--- config.mk ---
export PLATFORM = sky130hd
export DESIGN_NAME = branch_predictor
export DESIGN_NICKNAME = d
export VERILOG_FILES = /design/src/rtl/bp_pkg.sv /design/src/rtl/bp_pht.sv /design/src/rtl/branch_predictor.sv
export SDC_FILE = /design/constraint.sdc
export NUM_CORES = 2
export LEC_CHECK = 0
export ABC_CLOCK_PERIOD_IN_PS = 6400
export BUFFER_PORTS_ARGS = -buffer_cell sky130_fd_sc_hd__clkbuf_2
export CAP_MARGIN = 20
export CELL_PAD_IN_SITES_DETAIL_PLACEMENT = 0
export CELL_PAD_IN_SITES_GLOBAL_PLACEMENT = 2
export CORE_MARGIN = 2
export CORE_UTILIZATION = 45
export DETAILED_ROUTE_END_ITERATION = 8
export PLACE_DENSITY = 0.91
export SETUP_SLACK_MARGIN = 0.15
export SLEW_MARGIN = 20
export SYNTH_ARGS = -nofsm -noshare
export SYNTH_HDL_FRONTEND = slang
export SYNTH_SLANG_ARGS = --single-unit
--- constraint.sdc ---
create_clock -name clk -period 6.4 [get_ports clk]
set_input_delay 1.28 -clock clk [delete_from_list [all_inputs] [get_ports clk]]
set_output_delay 1.28 -clock clk [all_outputs]
set_load 0.02 [all_outputs]
--- src/rtl/bp_pkg.sv ---
// Shared definitions for the fetch-stage branch predictor: counter constants,
// PC index/tag extraction and BTB field widths.
package bp_pkg;

  // Counter saturation ceiling for a CNT_BITS-wide counter.
  function automatic int unsigned cnt_max(input int unsigned cnt_bits);
    return (32'd1 << cnt_bits) - 32'd1;
  endfunction

  // Weakly-taken: lowest counter value whose MSB is set.
  function automatic int unsigned cnt_weak_t(input int unsigned cnt_bits);
    return 32'd1 << (cnt_bits - 32'd1);
  endfunction

  // Weakly-not-taken: one below weakly-taken, or 0 for a 1-bit counter.
  function automatic int unsigned cnt_weak_nt(input int unsigned cnt_bits);
    return (cnt_bits == 32'd1) ? 32'd0 : (32'd1 << (cnt_bits - 32'd1)) - 32'd1;
  endfunction

  function automatic int unsigned btb_tag_bits(input int unsigned data_len,
                                               input int unsigned idx_bits);
    return data_len - idx_bits - 32'd2;
  endfunction

  // Word-aligned PCs: the two LSBs never take part in indexing.
  function automatic logic [63:0] pc_idx(input logic [63:0] pc,
                                         input int unsigned idx_bits);
    return (pc >> 2) & ((64'd1 << idx_bits) - 64'd1);
  endfunction

  function automatic logic [63:0] pc_tag(input logic [63:0] pc,
                                         input int unsigned idx_bits);
    return pc >> (idx_bits + 32'd2);
  endfunction

endpackage

--- src/rtl/bp_pht.sv ---
// Pattern history table of saturating counters with a combinational read port
// and a registered update port. BP_GSHARE_EN folds a global history into the index.
module bp_pht
  import bp_pkg::*;
#(
  parameter int unsigned IDX_BITS = 4,
  parameter int unsigned CNT_BITS = 2
) (
  input  logic                clk,
  input  logic                rst_n,
  input  logic [IDX_BITS-1:0] rd_idx,
  output logic                rd_taken,
  input  logic                upd_en,
  input  logic [IDX_BITS-1:0] upd_idx,
  input  logic                upd_taken,
  input  logic                upd_alloc
);

  localparam int unsigned DEPTH = 32'd1 << IDX_BITS;
  localparam logic [CNT_BITS-1:0] CNT_MAX     = CNT_BITS'(cnt_max(CNT_BITS));
  localparam logic [CNT_BITS-1:0] CNT_WEAK_T  = CNT_BITS'(cnt_weak_t(CNT_BITS));
  localparam logic [CNT_BITS-1:0] CNT_WEAK_NT = CNT_BITS'(cnt_weak_nt(CNT_BITS));

  logic [CNT_BITS-1:0] pht_q [DEPTH];
  logic [CNT_BITS-1:0] pht_d [DEPTH];
  logic [IDX_BITS-1:0] rd_pidx;
  logic [IDX_BITS-1:0] up_pidx;

`ifdef BP_GSHARE_EN
  logic [IDX_BITS-1:0] ghr_q;
  logic [IDX_BITS-1:0] ghr_d;

  assign rd_pidx = rd_idx ^ ghr_q;
  assign up_pidx = upd_idx ^ ghr_q;

  // History shifts only on resolved conditional branches.
  always_comb begin
    ghr_d = ghr_q;
    if (upd_en) ghr_d = IDX_BITS'({ghr_q, upd_taken});
  end

  always_ff @(posedge clk or negedge rst_n) begin
    if (!rst_n) ghr_q <= '0;
    else        ghr_q <= ghr_d;
  end
`else
  assign rd_pidx = rd_idx;
  assign up_pidx = upd_idx;
`endif

  assign rd_taken = pht_q[rd_pidx][CNT_BITS-1];

  always_comb begin
    pht_d = pht_q;
    if (upd_en) begin
      if (upd_alloc)                          pht_d[up_pidx] = CNT_WEAK_T;
      else if (upd_taken) begin
        if (pht_q[up_pidx] != CNT_MAX)        pht_d[up_pidx] = pht_q[up_pidx] + CNT_BITS'(1);
      end else if (pht_q[up_pidx] != '0)      pht_d[up_pidx] = pht_q[up_pidx] - CNT_BITS'(1);
    end
  end

  always_ff @(posedge clk or negedge rst_n) begin
    if (!rst_n) begin
      for (int i = 0; i < DEPTH; i++) pht_q[i] <= CNT_WEAK_NT;
    end else begin
      pht_q <= pht_d;
    end
  end

endmodule

--- src/rtl/branch_predictor.sv ---
// Fetch-stage branch predictor: direct-mapped BTB plus counter PHT, trained from EX.
// Define BP_GSHARE_EN to index the PHT with gshare instead of bimodal.
module branch_predictor
  import bp_pkg::*;
#(
  parameter int unsigned DATA_LEN  = 32,
  parameter int unsigned BTB_DEPTH = 16,
  parameter int unsigned CNT_BITS  = 2,
  parameter int unsigned PERF_LEN  = 32
) (
  input  logic                clk,
  input  logic                reset,
  input  logic [DATA_LEN-1:0] lookup_pc,
  output logic                pred_taken,
  output logic [DATA_LEN-1:0] pred_target,
  input  logic                upd_valid,
  input  logic [DATA_LEN-1:0] upd_pc,
  input  logic                upd_is_jal,
  input  logic                upd_taken,
  input  logic [DATA_LEN-1:0] upd_target,
  input  logic                upd_pred_taken,
  input  logic [DATA_LEN-1:0] upd_pred_target,
  output logic                mispredict,
  output logic [DATA_LEN-1:0] redirect_pc,
  output logic [PERF_LEN-1:0] perf_br_cnt,
  output logic [PERF_LEN-1:0] perf_mispred_cnt
);

  localparam int unsigned IDX_BITS = $clog2(BTB_DEPTH);
  localparam int unsigned TAG_BITS = btb_tag_bits(DATA_LEN, IDX_BITS);

  logic [BTB_DEPTH-1:0] valid_q, valid_d;
  logic [BTB_DEPTH-1:0] jal_q, jal_d;
  logic [TAG_BITS-1:0]  tag_q [BTB_DEPTH];
  logic [TAG_BITS-1:0]  tag_d [BTB_DEPTH];
  logic [DATA_LEN-1:0]  tgt_q [BTB_DEPTH];
  logic [DATA_LEN-1:0]  tgt_d [BTB_DEPTH];
  logic [PERF_LEN-1:0]  perf_br_q, perf_br_d;
  logic [PERF_LEN-1:0]  perf_mis_q, perf_mis_d;

  logic [IDX_BITS-1:0] lk_idx, up_idx;
  logic [TAG_BITS-1:0] lk_tag, up_tag;
  logic                lk_hit, up_hit, lk_cnt_taken, mispred_c;

  assign lk_idx = IDX_BITS'(pc_idx(64'(lookup_pc), IDX_BITS));
  assign up_idx = IDX_BITS'(pc_idx(64'(upd_pc), IDX_BITS));
  assign lk_tag = TAG_BITS'(pc_tag(64'(lookup_pc), IDX_BITS));
  assign up_tag = TAG_BITS'(pc_tag(64'(upd_pc), IDX_BITS));

  assign lk_hit = valid_q[lk_idx] && (tag_q[lk_idx] == lk_tag);
  assign up_hit = valid_q[up_idx] && (tag_q[up_idx] == up_tag);

  bp_pht #(
    .IDX_BITS (IDX_BITS),
    .CNT_BITS (CNT_BITS)
  ) u_pht (
    .clk       (clk),
    .rst_n     (reset),
    .rd_idx    (lk_idx),
    .rd_taken  (lk_cnt_taken),
    .upd_en    (upd_valid && !upd_is_jal),
    .upd_idx   (up_idx),
    .upd_taken (upd_taken),
    .upd_alloc (upd_taken && !up_hit)
  );

  // Lookup reads pre-update state, so a same-cycle update is seen one cycle later.
  assign pred_taken  = lk_hit && (jal_q[lk_idx] || lk_cnt_taken);
  assign pred_target = pred_taken ? tgt_q[lk_idx] : lookup_pc + DATA_LEN'(4);

  assign mispred_c   = upd_valid && ((upd_taken != upd_pred_taken) ||
                                     (upd_taken && (upd_target != upd_pred_target)));
  assign mispredict  = mispred_c;
  assign redirect_pc = !upd_valid ? '0 :
                       (upd_taken ? upd_target : upd_pc + DATA_LEN'(4));

  assign perf_br_cnt      = perf_br_q;
  assign perf_mispred_cnt = perf_mis_q;

  // BTB training: taken outcomes refresh a hit or replace the direct-mapped slot.
  always_comb begin
    valid_d = valid_q;
    jal_d   = jal_q;
    tag_d   = tag_q;
    tgt_d   = tgt_q;
    if (upd_valid && upd_taken) begin
      tgt_d[up_idx] = upd_target;
      if (!up_hit) begin
        valid_d[up_idx] = 1'b1;
        tag_d[up_idx]   = up_tag;
        jal_d[up_idx]   = upd_is_jal;
      end
    end
  end

  always_comb begin
    perf_br_d  = perf_br_q;
    perf_mis_d = perf_mis_q;
    if (upd_valid && (perf_br_q != '1))  perf_br_d  = perf_br_q + PERF_LEN'(1);
    if (mispred_c && (perf_mis_q != '1)) perf_mis_d = perf_mis_q + PERF_LEN'(1);
  end

  always_ff @(posedge clk or negedge reset) begin
    if (!reset) begin
      valid_q    <= '0;
      jal_q      <= '0;
      perf_br_q  <= '0;
      perf_mis_q <= '0;
      for (int i = 0; i < BTB_DEPTH; i++) begin
        tag_q[i] <= '0;
        tgt_q[i] <= '0;
      end
    end else begin
      valid_q    <= valid_d;
      jal_q      <= jal_d;
      tag_q      <= tag_d;
      tgt_q      <= tgt_d;
      perf_br_q  <= perf_br_d;
      perf_mis_q <= perf_mis_d;
    end
  end

endmodule

==> results.md <==
- Pin count of the biggest net entering global routing: 177
- Final count of hold timing violations: 0
- Via Count: 35200
- Post-cts hold buffer count: 0
- Root Buffer: sky130_fd_sc_hd__clkbuf_16
- Number of ports placed on the die boundary: 264
- Sum of overflow across all layers after global routing: 0
- Bufs on Longest Clock Path: 3
- Fraction of power consumed by combinational cells: 19.7%
- Number of buffers inserted during clock tree synthesis: 113
- Count of mapped cells out of synthesis: 3726
- Overall die height: 352 um
- Startpoint-to-endpoint class of the critical path: in -> out
- Total length of routed wires: 170 mm
- Tmin final: 6.00 ns
- Share of the cycle needed by the critical path after routing: a little over nine tenths
- Post-detailed-route count of antenna-violating nets: 0
- First-pass GRT wire length: around 250 mm
- Via count of the first global-routing pass: 36100
- Worst-case register-to-register setup slack: 2.29 ns
- Residual DRC: 1
- Weighted congestion reported at the end of routability-driven placement: 0.915
- Clk pwr share: 35.7%
- Static power due to leakage: 27.3 nW
- Net count, final: a little over 4000
- Fmax: 167 MHz
- Clock latency on the worst-skew pair: 0.71 ns
- Area of all placed cells without fillers: around 0.062 mm^2
- Final Max Tran Viols: 0
- Setup WS post-layout: ~0.40 ns
- Final setup vio count: 0
- Worst Setup Start Kind: input port
- Largest cells by area after synthesis: sky130_fd_sc_hd__dfrtp_1, sky130_fd_sc_hd__mux4_2, sky130_fd_sc_hd__mux2_2
- Internal Dissipation: 0.0143 W
- Critical-path maximum fanout: 36
- Die Footprint: 0.124 mm^2
- DR vias/cell: 6.24
- Most common library cell in the layout ignoring fill and taps: sky130_fd_sc_hd__dfrtp_1
- Outcome: complete, but fails checks
- Clock-pin slew reported for the worst setup and hold paths after clock tree synthesis: 0.06 ns
- Count of clock tree sinks: 1056
- Number of optimization iterations in the first detailed-route pass: 9
- Total global routing track utilization: 27.7%
- Total half-perimeter wirelength after legalization and detailed placement: approximately 110 mm
- Sum Neg Setup Slack: 0 ns
- Most used cells in the layout excluding fill and tap cells: sky130_fd_sc_hd__dfrtp_1, sky130_fd_sc_hd__mux2_2, sky130_fd_sc_hd__mux4_2
- Headroom to the max-slew limit: 27.3%
- Max capacitance violation total: 0
- Post-synth EDFFs: 0
- Crit path DAT: 4.72 ns
- Hold WC Path Type: reg -> reg
- Unique masters post-synth: 71
- Ratio of total power to cell area: 319 mW/mm^2
- Starting Density: 45.4%
- Clk_skew: 0.0261 ns
- Cell taking the most area after synthesis: sky130_fd_sc_hd__dfrtp_1
- Part of the power in registers: 44.7%
- Violations in the final reports: design-rule violations
- Count of state elements after synthesis: 1056
- Part of the Yosys area used for sequential elements: about half
- Primary flip-flop cell chosen by synthesis mapping: sky130_fd_sc_hd__dfrtp_1
- Core outline area: approximately 0.12 mm^2
- Synth Cell Area: 0.0544 mm^2
- Final hold slack: 0.483 ns
- Antenna violations before repair: 20
- Fraction of synthesis flops using an asynchronous set or reset pin: 100%
- Req. time, crit path: 5.12 ns
- Count of buffers from port buffering: 263
- Average cell area after synthesis: approximately 15 um^2
- Area share of the leading cell type in the synthesized netlist: 47.8%
- Fraction of layout cells with a size suffix above 1: 45.1%
- Worst vdd ir: 0.265 mV
- Synth Warn #: 0
- Post-placement worst setup slack: -0.177 ns
- Synthesis-to-layout area growth: 13.8%
- Clock tree from TritonCTS: yes
- Switching share of power: a little over a quarter
- Net load switching power: 0.00540 W
- Avg WL per Cell: 30.1 um
- Instance area after placement: 0.0578 mm^2
- H-Tree Level Count: 3
- Die Span X: between 300 and 400 um
- Unrepaired setup endpoints after global routing: false
- Number of nets in the synthesized netlist: 3869
- Site row count: between 100 and 150
- DRT iter0 DRCs: 3777
- Capturing element type of the critical path: primary output
- Worst-margin pin slew: 1.09 ns
==> power by group through the flow <==
stage	clock network, W	registers (W)	logic [W]
after CTS	0.00713	0.00879	0.00387
after floorplan	0	0.00864	0.00273
after global routing	0.00741	0.00897	0.00414
after global placement	0	0.00884	0.00373
final	0.00704	0.00882	0.00388
after detailed placement	0	0.00890	0.00384
==> per-stage QoR <==
stage	cells	total power, W	util, %
2_1_floorplan	3726	0.0114	-
3_3_place_gp	5419	0.0126	48.2
3_5_place_dp	5419	0.0127	48.2
4_1_cts	5628	0.0198	51.5
5_1_grt	5633	0.0205	51.6
6_report	5634	0.0197	51.6
==> kinds of logic after synthesis <==
family,Yosys count,share of synthesized area (%)
simple gates,466,4.62
fa+ha+maj,9,0.207
compound gates,174,2.16
xor+xnor,196,3.15
buf+inv,372,3.33
flops,1056,48.6
mux,1453,37.9
==> cell type report <==
type / instances / area (um^2)
clock buffers: 151 / 3240
repair buffers: 429 / 3020
flip-flops and latches: 1056 / 26400
inverters: 27 / 101
fillers: 10100 / 58000
well taps: 1612 / 2020
multi-input cells: 2298 / 26300
diodes: 4 / 10.0
clock inverters: 57 / 774
==> worst max-delay path, stage by stage <==
cell	delay, ns
sky130_fd_sc_hd__buf_16	0.16
sky130_fd_sc_hd__buf_4	0.20
sky130_fd_sc_hd__mux4_2	0.51
sky130_fd_sc_hd__mux4_2	0.52
sky130_fd_sc_hd__xnor2_1	0.23
sky130_fd_sc_hd__nand4_1	0.22
sky130_fd_sc_hd__or2_1	0.29
sky130_fd_sc_hd__or4_4	0.54
sky130_fd_sc_hd__buf_12	0.21
sky130_fd_sc_hd__buf_4	0.17
sky130_fd_sc_hd__nor2_1	0.11
sky130_fd_sc_hd__a21oi_1	0.05
sky130_fd_sc_hd__clkbuf_2	0.17
==> flip-flops by register name, indices dropped and copies added (netlist names) <==
signal            flops
tgt_q               512
perf_br_cnt          32
tag_q               416
perf_mispred_cnt     32
jal_q                16
valid_q              16
u_pht.pht_q          32
==> layer usage <==
metal,vias up,wire (um),track usage (%)
li1,14300,-,-
met4,16,6890,10.6
met3,348,15600,6.77
met2,1595,76200,41.9
met5,-,100,0
met1,18900,70700,38.9
==> Yosys cell counts, types with 41 or more instances <==
library cell,number
sky130_fd_sc_hd__dfrtp_1,1040
sky130_fd_sc_hd__mux2_2,735
sky130_fd_sc_hd__mux4_2,387
sky130_fd_sc_hd__mux2_1,260
sky130_fd_sc_hd__clkbuf_1,217
sky130_fd_sc_hd__xnor2_1,130
sky130_fd_sc_hd__nor2_1,110
sky130_fd_sc_hd__nand2_1,86
sky130_fd_sc_hd__mux2i_1,69
sky130_fd_sc_hd__xor2_1,66
sky130_fd_sc_hd__nand3_1,61
sky130_fd_sc_hd__a21oi_1,49
sky130_fd_sc_hd__nand4_1,45
sky130_fd_sc_hd__buf_2,44
sky130_fd_sc_hd__buf_6,43
sky130_fd_sc_hd__and3_1,41
==> path summary, 6_finish.rpt <==
| kind | startpoint | end | cells after the start |
|---|---|---|---|
| worst max-delay path | lookup_pc[2] | pred_target[29] | 13 |
| min in group asynchronous | reset | tag_q[318]$_DFFE_PN0P_ | 1 |
| max in group asynchronous | reset | tag_q[77]$_DFFE_PN0P_ | 2 |
| worst min register to register | perf_br_cnt[27]$_DFFE_PN0P_ | perf_br_cnt[27]$_DFFE_PN0P_ | 1 |
| worst min-delay path | perf_br_cnt[27]$_DFFE_PN0P_ | perf_br_cnt[27]$_DFFE_PN0P_ | 1 |
| worst max register to register | tag_q[108]$_DFFE_PN0P_ | u_pht.pht_q[1]$_DFFE_PN0P_ | 10 |
==> timing repair <==
action,4_1_cts,5_1_grt
gates resized for setup,3,6
endpoints found under the setup margin,32,32
gates cloned,1,1
pin swaps,0,1
setup buffers,0,1
No activity file was read; power rests on OpenSTA's default activity.
